**src/rtl/eth_parser_pkg.sv**
```systemverilog
// Shared types and constants for the Ethernet parser stages.
//   ethertype_t          : 16-bit resolved EtherType
//   ETHERTYPE_*          : well-known EtherType values
//   PROTO_CLASS_*        : class codes used by the protocol classifier
//   proto_match_entry_t  : one match-table entry {en, ethertype, cls}
//   proto_default_entry  : power-on contents of a match-table slot
package eth_parser_pkg;

    typedef logic [15:0] ethertype_t;

    localparam ethertype_t ETHERTYPE_IPV4 = 16'h0800;
    localparam ethertype_t ETHERTYPE_IPV6 = 16'h86DD;
    localparam ethertype_t ETHERTYPE_ARP  = 16'h0806;

    localparam int PROTO_CLASS_UNKNOWN = 0;
    localparam int PROTO_CLASS_IPV4    = 1;
    localparam int PROTO_CLASS_IPV6    = 2;
    localparam int PROTO_CLASS_ARP     = 3;

    // Stored class field is sized for the widest classifier we expect;
    // users keep only their low CLASS_W bits.
    localparam int PROTO_CLS_W = 8;

    typedef struct packed {
        logic                   en;
        ethertype_t             ethertype;
        logic [PROTO_CLS_W-1:0] cls;
    } proto_match_entry_t;

    function automatic proto_match_entry_t proto_default_entry(input int idx);
        proto_match_entry_t e;
        e = '0;
        case (idx)
            0: e = '{en: 1'b1, ethertype: ETHERTYPE_IPV4, cls: PROTO_CLS_W'(PROTO_CLASS_IPV4)};
            1: e = '{en: 1'b1, ethertype: ETHERTYPE_IPV6, cls: PROTO_CLS_W'(PROTO_CLASS_IPV6)};
            2: e = '{en: 1'b1, ethertype: ETHERTYPE_ARP,  cls: PROTO_CLS_W'(PROTO_CLASS_ARP)};
            default: e = '0;
        endcase
        return e;
    endfunction

endpackage

```
**src/rtl/eth_stat_counter_bank.sv**
```systemverilog
// Bank of 2**IDX_W saturating statistics counters.
//   clk, rst_n : clock, async active-low reset
//   clr        : synchronous clear of every counter (wins over inc_en)
//   inc_en     : increment counter inc_idx this edge
//   inc_idx    : counter to increment
//   rd_idx     : counter to read
//   rd_data    : combinational read of the selected counter
module eth_stat_counter_bank #(
    parameter int IDX_W   = 3,
    parameter int COUNT_W = 32
) (
    input  logic               clk,
    input  logic               rst_n,
    input  logic               clr,
    input  logic               inc_en,
    input  logic [IDX_W-1:0]   inc_idx,
    input  logic [IDX_W-1:0]   rd_idx,
    output logic [COUNT_W-1:0] rd_data
);

    localparam int NUM_CNT = 2 ** IDX_W;

    logic [COUNT_W-1:0] cnt [NUM_CNT];

    always_ff @(posedge clk or negedge rst_n) begin
        if (!rst_n) begin
            for (int i = 0; i < NUM_CNT; i++) cnt[i] <= '0;
        end else if (clr) begin
            for (int i = 0; i < NUM_CNT; i++) cnt[i] <= '0;
        end else if (inc_en && (cnt[inc_idx] != '1)) begin
            cnt[inc_idx] <= cnt[inc_idx] + COUNT_W'(1);
        end
    end

    assign rd_data = cnt[rd_idx];

endmodule

```
**src/rtl/eth_proto_classify_tbl.sv**
```systemverilog
// Programmable EtherType classifier with a run-time writable match table.
//   in_*   : one resolved EtherType per valid/ready beat, plus hdr_ok and tag
//   out_*  : registered result (1-cycle latency), held while stalled
//   cfg_*  : table write port; takes effect on the edge, so a beat in the
//            same cycle still sees the old contents
//   stat_* : per-class saturating hit counters, bad-header counter, clear
// NUM_ENTRIES must be >= 3 (reset defaults occupy entries 0..2);
// CLASS_W must not exceed PROTO_CLS_W.
module eth_proto_classify_tbl
    import eth_parser_pkg::*;
#(
    parameter int NUM_ENTRIES = 8,
    parameter int CLASS_W     = 3,
    parameter int COUNT_W     = 32,
    parameter int ID_W        = 8
) (
    input  logic                           clk,
    input  logic                           rst_n,
    input  logic                           in_valid,
    output logic                           in_ready,
    input  ethertype_t                     in_ethertype,
    input  logic                           in_hdr_ok,
    input  logic [ID_W-1:0]                in_id,
    output logic                           out_valid,
    input  logic                           out_ready,
    output logic [CLASS_W-1:0]             out_class,
    output logic                           out_hit,
    output logic                           out_hdr_ok,
    output logic [ID_W-1:0]                out_id,
    input  logic                           cfg_we,
    input  logic [$clog2(NUM_ENTRIES)-1:0] cfg_idx,
    input  logic                           cfg_en,
    input  ethertype_t                     cfg_ethertype,
    input  logic [CLASS_W-1:0]             cfg_class,
    input  logic [CLASS_W-1:0]             stat_sel,
    output logic [COUNT_W-1:0]             stat_count,
    output logic [COUNT_W-1:0]             stat_bad,
    input  logic                           stat_clr
);

    localparam int IDX_W = $clog2(NUM_ENTRIES);

    proto_match_entry_t tbl [NUM_ENTRIES];

    logic               xfer;
    logic [CLASS_W-1:0] lkp_cls;
    logic               lkp_hit;

    assign in_ready = !out_valid || out_ready;
    assign xfer     = in_valid && in_ready;

    // Scan from the top down so the lowest matching index is the last
    // assignment and therefore wins. A class-0 entry still reports a hit.
    always_comb begin
        lkp_cls = '0;
        lkp_hit = 1'b0;
        for (int i = NUM_ENTRIES - 1; i >= 0; i--) begin
            if (tbl[i].en && (tbl[i].ethertype == in_ethertype)) begin
                lkp_hit = 1'b1;
                lkp_cls = CLASS_W'(tbl[i].cls);
            end
        end
        if (!in_hdr_ok) begin
            lkp_cls = '0;
            lkp_hit = 1'b0;
        end
    end

    always_ff @(posedge clk or negedge rst_n) begin
        if (!rst_n) begin
            for (int i = 0; i < NUM_ENTRIES; i++) tbl[i] <= proto_default_entry(i);
        end else begin
            for (int i = 0; i < NUM_ENTRIES; i++) begin
                if (cfg_we && (cfg_idx == IDX_W'(i))) begin
                    tbl[i] <= '{en: cfg_en, ethertype: cfg_ethertype,
                               cls: PROTO_CLS_W'(cfg_class)};
                end
            end
        end
    end

    // Output register: loads only on a transfer, so a stalled result is
    // untouched by table writes or new input beats.
    always_ff @(posedge clk or negedge rst_n) begin
        if (!rst_n) begin
            out_valid  <= 1'b0;
            out_class  <= '0;
            out_hit    <= 1'b0;
            out_hdr_ok <= 1'b0;
            out_id     <= '0;
        end else begin
            if (in_ready) out_valid <= in_valid;
            if (xfer) begin
                out_class  <= lkp_cls;
                out_hit    <= lkp_hit;
                out_hdr_ok <= in_hdr_ok;
                out_id     <= in_id;
            end
        end
    end

    always_ff @(posedge clk or negedge rst_n) begin
        if (!rst_n) begin
            stat_bad <= '0;
        end else if (stat_clr) begin
            stat_bad <= '0;
        end else if (xfer && !in_hdr_ok && (stat_bad != '1)) begin
            stat_bad <= stat_bad + COUNT_W'(1);
        end
    end

    eth_stat_counter_bank #(
        .IDX_W   (CLASS_W),
        .COUNT_W (COUNT_W)
    ) u_cls_cnt (
        .clk     (clk),
        .rst_n   (rst_n),
        .clr     (stat_clr),
        .inc_en  (xfer && in_hdr_ok),
        .inc_idx (lkp_cls),
        .rd_idx  (stat_sel),
        .rd_data (stat_count)
    );

endmodule

```
**config.mk**
```make
export PLATFORM = sky130hd
export DESIGN_NAME = eth_proto_classify_tbl
export DESIGN_NICKNAME = d
export VERILOG_FILES = /design/src/rtl/eth_parser_pkg.sv /design/src/rtl/eth_stat_counter_bank.sv /design/src/rtl/eth_proto_classify_tbl.sv
export SDC_FILE = /design/constraint.sdc
export NUM_CORES = 1
export LEC_CHECK = 0
export BUFFER_PORTS_ARGS = -buffer_cell sky130_fd_sc_hd__buf_2
export CAP_MARGIN = 20
export CORE_ASPECT_RATIO = 0.5
export CORE_MARGIN = 4
export CORE_UTILIZATION = 30
export CTS_CLUSTER_SIZE = 16
export DETAILED_ROUTE_END_ITERATION = 12
export PLACE_DENSITY = 0.57
export SETUP_SLACK_MARGIN = 0.15
export SLEW_MARGIN = 20
export SYNTH_ARGS = -nofsm -noshare
export SYNTH_HDL_FRONTEND = slang
export SYNTH_HIERARCHICAL = 1
export SYNTH_SLANG_ARGS = --single-unit
export TNS_END_PERCENT = 30
```
**constraint.sdc**
```tcl
create_clock -name clk -period 6.5 [get_ports clk]
set_clock_uncertainty 0.05 [all_clocks]
set_input_delay 0.65 -clock clk [delete_from_list [all_inputs] [get_ports clk]]
set_output_delay 0.65 -clock clk [all_outputs]
set_load 0.03 [all_outputs]
```
==> results.ini <==
[outcome]
outcome=complete, no violations

[placed_design]
io_buffer_count=135
gpl.final_weighted_congestion=0.877
place.detailed.instances=3073
dp_hpwl_um=50000

[synth]
synth-seq-cells=462
netlist-cell-type-count=95
synth.top_cells.by_area=dfrtp_1, mux4_2, mux2_2
post_synth_inst_count=1861
postSynth.asyncResetShare_pct=100
postSynth.topFlopCell=dfrtp_1
number_of_enable_flip_flop_cells_after_synthesis=0
avgSynthCellArea_um2=13.3
syn_nets=1920
netlist.top_cell.by_area=dfrtp_1
yosysTopAreaCellShare_pct=44.7
synth_warn=6
yosysSeqAreaShare_pct=46.8
synth.cell_area_um2=24700

[final_layout]
area_delta_synth_final_pct=15.6
finish.utilization_pct=35.0
layout-drive-gt1-share_pct=33.9
antenna_cells_inserted=0
layoutNonFillerInstCount=3159
layout_nets=2080

[clocking]
numClockSinks=462
h_tree_level_count=2
clkLatencyLatePin_ns=0.62
clk_pin_slew_ns=0.06
tritoncts=done
worst_case_clock_buffer_depth=3
numCtsBuffers=47
root_buf_cell=clkbuf_16

[route]
dr_total_vias=17100
post-route-drc-count=0
route.detailed.vias_per_inst=5.43
antenna_left=0
wirelength_um=75300
drtIter0Drc=1354
first_pass_iters=5
wire_length_per_cell_um=23.8

[setup_path]
critPathRequiredTime_ns=6.94
critPathBufInv=3
path_cells=xnor2_1, nand4_1, or4_4, nor4_4, buf_4, mux2_2, a2111oi_4, nor3_2, buf_12, and2b_1, a22oi_1, o211ai_1, nand4bb_2, nor4_2, nand2_2, and2_1, buf_4, a22o_1
worst_r2r_path_depth=18
critPathCaptureType=flip-flop
worst-path-max-fanout=21
timing.critical_path.slowest_stage_cell=nor4_2
slowest_delay_ns=0.65
worstSetupPathType=flip-flop to flip-flop
cp.depth=18
crit_path_frequent_cell=buf_4
cpLargestDelayFamily=simple AND/OR/NAND/NOR gates
arrival_ns=6.47
cp-start-kind=flip-flop

[sta]
setup_viol_count_final=0
setup_repair_after_global_routing_missed_its_margin=no
min_period_over_period_pct=92.8
timing.hold.ws_ns=0.235
tightest_slew_ns=1.20
max_clock_freq_mhz=166
hold_viol=0
slew-limit-headroom_pct=19.1
timing_max_transition_violations_final=0
total_negative_setup_slack_ns=0
fin_crit_ns=6.03

[floorplanning]
floorplan.io_pins=136
design.die.area_um2=87400
core_area_um2=81700
floorplan.die.height_um=211
die_width_um=414
start_util_pct=30.3
std_cell_rows=74

[run]
cap_violations=0

[pwr]
cellPowerDensity_nw_per_um2=245
vdd.ir_drop.worst_mv=0.185
total_power_mw=7.01
cellLeakagePower_nw=12.1

[grt]
grt_start_max_net_pins=165
grt_pass1_wl_um=115000
grt_overflow=0
groute.usage.overall_pct=17.0
grt_antenna_before_repair=0
via_count_of_the_first_global_routing_pass=17800

[worst_hold_path]
hold_class=input pin to flip-flop
timing.hold.worst_path_depth=2

## sequential cells by signal (all words and copies together) (netlist names)
register,cells
u_cls_cnt/cnt,256
tbl,160
stat_bad,32
out_id,8
out_class,3
out_hdr_ok,1
out_hit,1
out_valid,1
## cells in the final DEF (no fill, tap or decap), types with 15 or more instances in the layout
cell type,n
o2bb2ai_1,16
nor3_1,29
nor2_1,51
mux2_2,201
inv_1,21
or3_1,25
buf_4,81
mux4_2,106
nand4_1,40
dfstp_2,20
o21ai_0,17
nand3_1,29
mux2i_1,40
xnor2_1,128
and2_1,15
xor2_1,45
clkbuf_16,47
a22o_1,240
buf_2,133
dfrtp_1,442
buf_12,29
nand2_1,68
## metrics by stage
| stage | area (um^2) | setup WS (ns) |
|---|---|---|
| after global routing | 28600 | 0.249 |
| after floorplan | 24700 | 0.475 |
| after detailed placement | 27100 | 0.0925 |
| final | 28600 | 0.469 |
| after global placement | 27100 | 0.104 |
| after CTS | 28600 | 0.537 |
## layout make-up
type / count / area [um^2]
clock inverters: 12 / 155
repair buffers: 245 / 1880
flip-flops and latches: 462 / 11600
well taps: 1102 / 1380
fillers: 8001 / 53000
multi-input cells: 1243 / 12100
inverters: 22 / 85.1
clock buffers: 73 / 1390
## cell usage after synthesis, types with 32 or more instances
| cell type | n |
|---|---|
| a22o_1 | 240 |
| nand2_1 | 68 |
| dfrtp_1 | 442 |
| clkbuf_1 | 34 |
| xnor2_1 | 128 |
| buf_6 | 40 |
| mux4_2 | 106 |
| mux2_2 | 201 |
| nor2_1 | 52 |
| xor2_1 | 45 |
| nand4_1 | 40 |
| nor3_1 | 32 |
| mux2i_1 | 40 |
## worst paths after layout
check / from / slack (ns) / end
worst max-delay path: tbl[96]$_DFFE_PN0P_ / 0.47 / u_cls_cnt/cnt[123]$_DFFE_PN0P_
worst min-delay path: in_valid / 0.23 / out_valid$_DFFE_PN0N_
worst max register to register: tbl[96]$_DFFE_PN0P_ / 0.47 / u_cls_cnt/cnt[123]$_DFFE_PN0P_
worst min register to register: out_hdr_ok$_DFFE_PN0P_ / 0.43 / out_hdr_ok$_DFFE_PN0P_
max in group asynchronous: rst_n / 4.42 / u_cls_cnt/cnt[182]$_DFFE_PN0P_
min in group asynchronous: rst_n / 0.58 / out_id[0]$_DFFE_PN0P_
## cell families (layout without fill, tap and decap cells)
| kind of cell | after synthesis | count (layout) | synth area share, % |
|---|---|---|---|
| compound gates | 351 | 351 | 12.4 |
| flops | 462 | 462 | 46.8 |
| mux | 361 | 361 | 21.6 |
| xor+xnor | 177 | 177 | 6.39 |
| fa+ha+maj | 2 | 2 | 0.101 |
| buf+inv | 156 | 352 | 4.31 |
| simple gates | 352 | 352 | 8.40 |
## per-layer routing
layer	wire, um	vias up	track usage [%]	part of all wire (%)
li1	-	7453	-	-
met1	32700	9058	22.9	43
met2	36900	520	28.9	49
met3	3830	109	2.54	5.1
met4	1850	0	4.40	2.5
met5	0	-	0	0
## power by group
group / switching [mW] / internal, mW / leakage [nW]
clock network: 1.22 / 1.56 / 0.762
registers: 0.155 / 3.13 / 6.09
logic: 0.542 / 0.405 / 5.23
## repair_timing
action / 4_1_cts / 5_1_grt
hold buffers: 1 / 0
buffers inserted: 0 / 0
setup endpoints to repair: 0 / 0
endpoints found under the hold margin: 65 / 0
resized for setup: 0 / 0
## worst register-to-register path: stages (launching register included)
cell and delay [ns]:
dfrtp_1 0.39, xnor2_1 0.44, nand4_1 0.14, or4_4 0.45
nor4_4 0.35, buf_4 0.21, mux2_2 0.37, a2111oi_4 0.43
nor3_2 0.11, buf_12 0.18, and2b_1 0.37, a22oi_1 0.15
o211ai_1 0.41, nand4bb_2 0.21, nor4_2 0.65, nand2_2 0.30
and2_1 0.30, buf_4 0.21, a22o_1 0.20
No activity file was read; power rests on OpenSTA's default activity.
